File: config.mk
export PLATFORM = sky130hd
export DESIGN_NAME = sequenciador_contagem
export DESIGN_NICKNAME = d
export VERILOG_FILES = /design/src/rtl/sequenciador_contagem.sv
export SDC_FILE = /design/constraint.sdc
export NUM_CORES = 1
export LEC_CHECK = 0
export ABC_AREA = 1
export CORE_ASPECT_RATIO = 0.9
export CORE_MARGIN = 4
export CORE_UTILIZATION = 45
export DETAILED_ROUTE_END_ITERATION = 8
export GPL_TIMING_DRIVEN = 0
export PLACE_DENSITY = 0.76
export SETUP_SLACK_MARGIN = 0.5
export SYNTH_ARGS = -nofsm -noshare
export SYNTH_HDL_FRONTEND = slang
export SYNTH_SLANG_ARGS = --single-unit
File: constraint.sdc
create_clock -name clock -period 1.15 [get_ports clock]
set_clock_uncertainty 0.1 [all_clocks]
set_input_delay 0.23 -clock clock [delete_from_list [all_inputs] [get_ports clock]]
set_output_delay 0.23 -clock clock [all_outputs]
set_load 0.03 [all_outputs]
File: src/rtl/sequenciador_contagem.sv
// Sequencer that drives the contador_163 clr/ld/enable strobes: one counter step per PRESCALE+1 clocks,
// 15 steps per run. Optional macro SEQ_PAUSA_EN adds a pausa input that freezes the prescaler in ESPERA.
module sequenciador_contagem #(
  parameter int PRESCALE = 1000,
  localparam int PW = $clog2(PRESCALE)
) (
  input  logic       clock,
  input  logic       reset,
  input  logic       iniciar,
`ifdef SEQ_PAUSA_EN
  input  logic       pausa,
`endif
  input  logic       rco,
  input  logic       half_rco,
  output logic       zera_n,
  output logic       carrega_n,
  output logic       conta,
  output logic       meio,
  output logic       pronto,
  output logic [3:0] db_estado
);

  typedef enum logic [3:0] {
    INICIAL = 4'd0,
    PREPARA = 4'd1,
    ESPERA  = 4'd2,
    AVANCA  = 4'd3,
    FIM     = 4'd4
  } estado_t;

  localparam logic [PW-1:0] PRESC_MAX = PW'(PRESCALE - 1);

  estado_t       state_q, state_d;
  logic [PW-1:0] presc_q, presc_d;
  logic          meio_q, meio_d;
  logic          pausa_ativa;

`ifdef SEQ_PAUSA_EN
  assign pausa_ativa = pausa;
`else
  assign pausa_ativa = 1'b0;
`endif

  always_ff @(posedge clock or posedge reset) begin
    if (reset) begin
      state_q <= INICIAL;
      presc_q <= '0;
      meio_q  <= 1'b0;
    end else begin
      state_q <= state_d;
      presc_q <= presc_d;
      meio_q  <= meio_d;
    end
  end

  always_comb begin
    state_d   = state_q;
    presc_d   = presc_q;
    meio_d    = meio_q;
    zera_n    = 1'b1;
    carrega_n = 1'b1;
    conta     = 1'b0;
    pronto    = 1'b0;
    case (state_q)
      INICIAL: begin
        if (iniciar) state_d = PREPARA;
      end
      PREPARA: begin
        zera_n  = 1'b0;
        presc_d = '0;
        meio_d  = 1'b0;
        state_d = ESPERA;
      end
      ESPERA: begin
        // pausa only ever holds ESPERA, so an AVANCA already under way always completes
        if (!pausa_ativa) begin
          if (presc_q == PRESC_MAX) begin
            presc_d = '0;
            state_d = AVANCA;
          end else begin
            presc_d = presc_q + PW'(1);
          end
        end
      end
      AVANCA: begin
        conta = 1'b1;
        if (half_rco) meio_d = 1'b1;
        state_d = rco ? FIM : ESPERA;
      end
      FIM: begin
        pronto  = 1'b1;
        state_d = INICIAL;
      end
      default: state_d = INICIAL;
    endcase
  end

  assign meio      = meio_q;
  assign db_estado = state_q;

endmodule

Word level (Yosys, flattened, before mapping). Index checks and enable logic that the tools add are counted.

Bits in registers: 15. Output and inout bits: 9. Logic and storage cells: 28. Bits of input ports: 5.

Equality and inequality tests: 8. Add/sub/neg operators: 1. Reduce and logical (&&, ||, !) cells: 5. Multiplexer cells: 11.

Operators with widths (number): 10-bit case mux with 2 select lines (1); 4-bit case mux with 4 select lines (1); 10-bit by 1-bit adder with 10-bit output (second input constant) (1); 10-bit == test (second input constant) (1); 10-bit two-way mux (1); 4-bit by 2-bit == test with 1-bit output (second input constant) (2); 4-bit two-way mux (2); 2-bit inequality test (second input constant) (3); 4-bit by 1-bit == test with 1-bit output (second input constant) (1); 4-bit by 3-bit == test with 1-bit output (second input constant) (1); 4-bit zero test (1); 1-bit two-way mux (4); 2-bit AND reduction (2); 2-bit nonzero test (2); 3-bit two-way mux (1); 1-bit case mux with 2 select lines (1).

Logic depth before layout (Yosys ltp). Gate-level depths: netlist (run 1).

Depth in word-level cells: 3. Depth in mapped cells: 7. Depth with buffers taken out: 7.

Least setup slack after synthesis (run 1). Ideal clock, no wire load.

Kind: register -> output. From: register state_q[2], in the netlist db_estado[2]. To: output pronto. Required time: 820 ps. Slack: -496 ps. Cell stages (with the launch flop): 3. Path buffers: 0. Arrival time: 1316 ps. Path through: dfrtp_1 inv_1 nor3_1.

Word-level cells in the longest chain between the ends: 2.

RTL lines: from (decl) (line 33) `estado_t state_q, state_d;`; from (signal assigned) (line 50) `state_q <= state_d;`; 4-bit by 3-bit == test with 1-bit output (line 64) `case (state_q)`; 1-bit two-way mux (line 64); to (decl) (line 19) `output logic pronto,`.

No other way between the ends.

Worst setup path after layout (run 1).
From: register state_q[2], in the netlist db_estado[2]. To: output conta.

Word-level cells in the longest chain between the ends: 2.

RTL lines: 4-bit by 2-bit == test with 1-bit output (line 64); 1-bit two-way mux (line 64); to (decl) (line 17) `output logic conta,`.

No other way between the ends.

==> results of run 1 <==
cell usage in the layout (no fill, tap or decap):
cell                               n
sky130_fd_sc_hd__inv_1             7
sky130_fd_sc_hd__nand2_2           1
sky130_fd_sc_hd__dlygate4sd2_1     1
sky130_fd_sc_hd__clkdlybuf4s50_1   4
sky130_fd_sc_hd__nor3b_2           1
sky130_fd_sc_hd__nor2_4            3
sky130_fd_sc_hd__nor2_1           11
sky130_fd_sc_hd__dfrtp_1          10
sky130_fd_sc_hd__o21bai_1          2
sky130_fd_sc_hd__nor2_2            2
sky130_fd_sc_hd__nand2_8           2
sky130_fd_sc_hd__nor3_4            1
sky130_fd_sc_hd__nand3_4           2
sky130_fd_sc_hd__nor3_2            1
sky130_fd_sc_hd__ha_2              1
sky130_fd_sc_hd__clkinvlp_4        1
sky130_fd_sc_hd__o21ai_1           2
sky130_fd_sc_hd__buf_6             7
sky130_fd_sc_hd__nand2_1          35
sky130_fd_sc_hd__inv_4             3
sky130_fd_sc_hd__a22o_1            1
sky130_fd_sc_hd__buf_2             1
sky130_fd_sc_hd__buf_4            16
sky130_fd_sc_hd__xor2_1            1
sky130_fd_sc_hd__conb_1            2
sky130_fd_sc_hd__nand3_2           1
sky130_fd_sc_hd__clkbuf_4          3
sky130_fd_sc_hd__nand4_1           6
sky130_fd_sc_hd__inv_8             1
sky130_fd_sc_hd__clkbuf_1          1
sky130_fd_sc_hd__nand3_1           6
sky130_fd_sc_hd__dfrtp_2           4
sky130_fd_sc_hd__o31ai_1           1
sky130_fd_sc_hd__o21ai_2           2
sky130_fd_sc_hd__nand2_4           1
sky130_fd_sc_hd__inv_2             1
critical path, cell delays in order (launching register included):
cell	delay, ps
sky130_fd_sc_hd__dfrtp_2	440
sky130_fd_sc_hd__inv_4	110
sky130_fd_sc_hd__nand2_4	60
sky130_fd_sc_hd__nor2_4	90
sky130_fd_sc_hd__buf_6	130
per-layer routing:
| metal | vias to the layer above | global-route usage (%) | wire length (um) |
|---|---|---|---|
| met3 | 17 | 5.50 | 191 |
| met5 | - | 0 | 0 |
| met4 | 0 | 8.94 | 107 |
| li1 | 423 | - | - |
| met2 | 54 | 29.6 | 1250 |
| met1 | 417 | 25.1 | 987 |
cells by family after synthesis:
group / count (synthesis) / synth area share, %
adders and majority gates: 1 / 1.50
xor gates and xnor gates: 1 / 1.05
buffers and inverters: 15 / 7.66
other: 2 / 0.901
DFF: 14 / 42.0
AOI/OAI and AO/OA: 8 / 6.16
and+or+nand+nor: 73 / 40.7
cell type report:
class	instances	area share, %
inverters	13	5.41
plain buffers	2	1.20
well taps	24	2.40
multi-input cells	85	41.4
repair buffers	27	19.0
flip-flops and latches	14	28.4
clock buffers	4	2.10
sequential cells by signal, indices dropped and copies added (netlist names):
| register | flops |
|---|---|
| db_estado | 3 |
| meio | 1 |
| presc_q | 10 |
worst max path at each step:
stage / endpoint / slack, ps / start
2_1_floorplan: presc_q[2] / -90 / db_estado[1]
4_1_cts: conta / -300 / db_estado[2]
3_5_place_dp: conta / -560 / db_estado[2]
3_3_place_gp: conta / -550 / db_estado[2]
6_report: conta / -300 / db_estado[2]
5_1_grt: conta / -350 / db_estado[2]
Yosys cell counts:
cell	instances	area, um^2
sky130_fd_sc_hd__a22o_1	1	8.76
sky130_fd_sc_hd__o21bai_1	2	15.0
sky130_fd_sc_hd__nand4_1	6	37.5
sky130_fd_sc_hd__inv_2	2	7.51
sky130_fd_sc_hd__buf_4	2	15.0
sky130_fd_sc_hd__nand2_2	2	12.5
sky130_fd_sc_hd__nand2_1	37	139
sky130_fd_sc_hd__inv_1	11	41.3
sky130_fd_sc_hd__nor3_1	1	5.00
sky130_fd_sc_hd__dfrtp_1	14	350
sky130_fd_sc_hd__nor2_1	13	48.8
sky130_fd_sc_hd__nor2_2	3	18.8
sky130_fd_sc_hd__nor3_2	1	10.0
sky130_fd_sc_hd__o21ai_0	1	5.00
sky130_fd_sc_hd__o21ai_1	3	15.0
sky130_fd_sc_hd__nand3_2	3	30.0
sky130_fd_sc_hd__nor3b_1	1	7.51
sky130_fd_sc_hd__nand3_1	6	30.0
sky130_fd_sc_hd__conb_1	2	7.51
sky130_fd_sc_hd__ha_1	1	12.5
sky130_fd_sc_hd__xor2_1	1	8.76
sky130_fd_sc_hd__o31ai_1	1	7.51
power groups by stage:
stage	Clock [mW]	Sequential, mW	Combinational, mW
after global placement	0	0.819	1.10
final	0.299	0.813	1.88
after global routing	0.326	0.828	2.00
after floorplan	0	0.918	0.674
after detailed placement	0	0.838	1.14
after CTS	0.305	0.797	1.49
what timing repair did:
action | 4_1_cts | 5_1_grt
endpoints found under the setup margin | 35 | 21
buffers inserted | 11 | 5
pin swaps | 6 | 0
resized for setup | 48 | 12
==> results.json, run 1 <==
{
  "timing.reg2reg.setup_slack_ps": -260,
  "grt_remaining_overflow": 0,
  "failed_checks": "negative setup slack",
  "r2r_cells": 5,
  "grt_pass1_vias": 785,
  "post_route_antenna_net_violation_count": 0,
  "layout.nets": 152,
  "combined_area_of_the_multi_input_logic_cells_um2": 518,
  "power.internal_mw": 1.59,
  "layout_setup_ws_ps": -298,
  "unrepaired_setup_endpoints_after_global_routing": "true",
  "yosys_warnings": 0,
  "antenna-diode-count": 0,
  "peakVddDrop_v": 0.00206,
  "max-cap-violations": 0,
  "clock.fmax_ghz": 0.690,
  "power_frac_clock_pct": 10.0,
  "setup_viol": 21,
  "postSynthAreaPerCell_um2": 7.31,
  "rows": 14,
  "mappedNetlistArea_um2": 833,
  "power.net_switching_mw": 1.40,
  "clk_latency_ps": 290,
  "hold_violation_total_from_the_final_report": 0,
  "initial_utilization_pct": 48.5,
  "layout.filler_cells": 134,
  "worstReg2RegEnd": "db_estado[0]",
  "vias": 911,
  "global_route_wire_length_before_repair_mm": 3.67,
  "worstSetupStartpointType": "flip-flop",
  "worst_hold_path_type": "in -> async",
  "htree_levels": 1,
  "power.share.combinational_pct": 62.8,
  "area_growth_pct": 50.0,
  "globalRouteTotalUtil_pct": 19.5,
  "port_buffers": 11,
  "post_layout_nonfiller_instances": 169,
  "clkSinkCount": 14,
  "placed_area_um2": 1020,
  "post_drt_via_cell_ratio": 5.39,
  "timing.final.crit_period_ps": 1450,
  "chipHeight_um": 48.8,
  "wire_per_inst_um": 15.0,
  "cp_arrival_ps": 1120,
  "final_replace_weighted_congestion": 0.866,
  "yosysSeqAreaShare_pct": 42.0,
  "outcome": "complete, but fails checks",
  "leakagePower_nw": 0.570,
  "highest_net_fanout_along_the_worst_path": 3,
  "crit_type": "reg -> out",
  "critical_r2r_launch": "db_estado[0]",
  "final_cell_area_um2": 1250,
  "power.share.sequential_pct": 27.2,
  "fin_util_pct": 72.8,
  "number_of_cts_inserted_buffers": 3,
  "layout_worst_path_cycle_share_pct": 126,
  "synth_nets": 120,
  "die_x_um": 53.4,
  "pin_count_of_the_biggest_net_entering_global_routing": 15,
  "core_area_um2": 1720,
  "detailedRoute.firstPassIterationCount": 4,
  "yosys.cell_types.count": 22,
  "clk_transition_reported_paths_ps": 80,
  "drc_markers": 0,
  "ys_seq_elements": 14,
  "clock_path_buffers": 2,
  "hpwl_mm": 1.53,
  "synth_instances": 114,
  "layout-drive-gt1-share_pct": 37.9,
  "slew_violations": 0,
  "timing.setup.tns_ps": -4310,
  "antenna_found_initial": 0,
  "sw_frac_of_total_pct": 46.7,
  "clock_tree_from_tritoncts": "built",
  "die-area_um2": 2610,
  "holdBufCountCts": 0,
  "report.power.total_mw": 2.99,
  "power.density_cell_area_nw_per_um2": 2390,
  "numPlacedInstances": 149,
  "ioPinCount": 14,
  "drt_iter0_drc": 50,
  "cp_data_required_time_ps": 820,
  "dp_slack_ps": -564,
  "clockRootBuffer": "sky130_fd_sc_hd__clkbuf_4",
  "ff_latch_area_um2": 355,
  "setup.worst_path.end_class": "output pin",
  "total_routed_wirelength_mm": 2.53,
  "timing.hold.ws_ps": 144
}
No activity file was read; power rests on OpenSTA's default activity.
==> run 2, diff against run 1 <==
- CORE_ASPECT_RATIO: 0.9 -> 1.25
- CORE_UTILIZATION: 45 -> 46
- PLACE_DENSITY: 0.76 -> 0.77
==> run 2 against run 1 <==
Effect of this change: sequential power increased by 2%; the run still ends with negative setup slack left; critical path depth unchanged; utilization increased by 2.3 points; critical endpoint unchanged; first-iteration DRC count decreased by 40%.
==> results.json, run 2 (synthesis gave the netlist of run 1 again) <==
{
  "drt_iter0_drc": 30,
  "port_buffers": 11,
  "cp_arrival_ps": 1120,
  "die_x_um": 46.1,
  "chipHeight_um": 55.6,
  "final_replace_weighted_congestion": 0.848,
  "drc_markers": 0,
  "htree_levels": 1,
  "slew_violations": 0,
  "placed_area_um2": 1020,
  "leakagePower_nw": 0.571,
  "flip_flop_count_of_the_largest_register_after_layout": 10,
  "core_area_um2": 1640,
  "mostFrequentLayoutCell": "sky130_fd_sc_hd__nand2_1",
  "setup.worst_path.end_class": "output pin",
  "clock_tree_from_tritoncts": "built",
  "global_route_wire_length_before_repair_mm": 3.55,
  "hpwl_mm": 1.35,
  "layout-drive-gt1-share_pct": 38.2,
  "antenna_found_initial": 0,
  "holdBufCountCts": 0,
  "r2r_cells": 7,
  "crit_type": "reg -> out",
  "number_of_cts_inserted_buffers": 3,
  "setup_viol": 20,
  "peakVddDrop_v": 0.00172,
  "layout_worst_path_cycle_share_pct": 126,
  "hold_violation_total_from_the_final_report": 0,
  "numPlacedInstances": 143,
  "grt_remaining_overflow": 0,
  "fin_util_pct": 75.2,
  "wire_per_inst_um": 14.1,
  "power.density_cell_area_nw_per_um2": 2400,
  "highest_net_fanout_along_the_worst_path": 3,
  "detailedRoute.firstPassIterationCount": 4,
  "clkSinkCount": 14,
  "post_route_antenna_net_violation_count": 0,
  "outcome": "complete, but fails checks",
  "worst_hold_path_type": "in -> async",
  "rows": 16,
  "ioPinCount": 14,
  "vias": 869,
  "initial_utilization_pct": 50.8,
  "grt_pass1_vias": 785,
  "layout_setup_ws_ps": -297,
  "globalRouteTotalUtil_pct": 18.7,
  "die-area_um2": 2560,
  "layout.filler_cells": 115,
  "critical_r2r_launch": "db_estado[0]",
  "worstReg2RegEnd": "presc_q[0]",
  "antenna-diode-count": 0,
  "timing.reg2reg.setup_slack_ps": -210,
  "area_growth_pct": 48.0,
  "timing.hold.ws_ps": 149,
  "clock_path_buffers": 2,
  "cp_data_required_time_ps": 820,
  "final_cell_area_um2": 1230,
  "combined_area_of_the_multi_input_logic_cells_um2": 510,
  "total_routed_wirelength_mm": 2.29,
  "clock.fmax_ghz": 0.691,
  "post_drt_via_cell_ratio": 5.36,
  "report.power.total_mw": 2.96,
  "layout.nets": 151,
  "clk_latency_ps": 280,
  "largest_register": "presc_q",
  "pin_count_of_the_biggest_net_entering_global_routing": 15,
  "ff_latch_area_um2": 355,
  "worstSetupStartpointType": "flip-flop",
  "most-common-layout-cells": "sky130_fd_sc_hd__nand2_1 (34), sky130_fd_sc_hd__buf_4 (14), sky130_fd_sc_hd__nor2_1 (11)",
  "failed_checks": "negative setup slack",
  "unrepaired_setup_endpoints_after_global_routing": "true",
  "timing.final.crit_period_ps": 1450,
  "clockRootBuffer": "sky130_fd_sc_hd__clkbuf_4",
  "clk_transition_reported_paths_ps": 80,
  "post_layout_nonfiller_instances": 162,
  "max-cap-violations": 0
}
==> run 2: changes by cell type in the layout (fill, tap and decap cells not counted), sizes merged <==
cell	before	now
inv	12	13
buf	24	22
==> run 2: timing repair <==
action,4_1_cts,5_1_grt
pin swaps,5,2
endpoints found under the setup margin,35,21
gates resized for setup,55,2
setup buffers,13,1
cloned,1,0
==> run 2: worst max-delay path by stage <==
stage                            start         end  slack [ps]  cells past startpoint
final                     db_estado[2]       conta        -300                      4
after global routing      db_estado[2]       conta        -350                      4
after CTS                 db_estado[2]       conta        -290                      4
after detailed placement  db_estado[2]       conta        -550                      4
after global placement    db_estado[2]       conta        -550                      4
after floorplan           db_estado[1]  presc_q[2]         -90                      6
==> run 2: cell type report <==
class                   instances  area share, %
multi-input cells              85           41.4
flip-flops and latches         14           28.8
repair buffers                 25           18.1
inverters                      13           5.27
clock buffers                   4           2.94
well taps                      18           1.83
plain buffers                   2           1.22
repair inverters                1          0.507
==> run 2: critical path, stage by stage (launching register included) <==
cell and delay, ps:
sky130_fd_sc_hd__dfrtp_2 440, sky130_fd_sc_hd__inv_4 100, sky130_fd_sc_hd__nand2_4 60, sky130_fd_sc_hd__nor2_4 90, sky130_fd_sc_hd__buf_6 130
==> run 2: metal layers <==
layer	part of all wire (%)	global-route usage (%)
met5	0	0
met2	53	30.3
met4	2.1	7.32
met1	40	23.5
met3	4.8	3.24
==> run 2: per-stage QoR <==
stage               setup TNS (ps)  worst slack (ps)
finish                       -3970              -297
floorplan                     -909             -85.4
global route                 -4980              -346
CTS                          -3450              -291
detailed placement           -4450              -553
global placement             -4010              -548
==> run 2: power breakdown <==
part / switching (mW) / internal [mW]
registers: 0.203 / 0.623
clock network: 0.167 / 0.193
logic: 0.994 / 0.785
total: 1.36 / 1.60
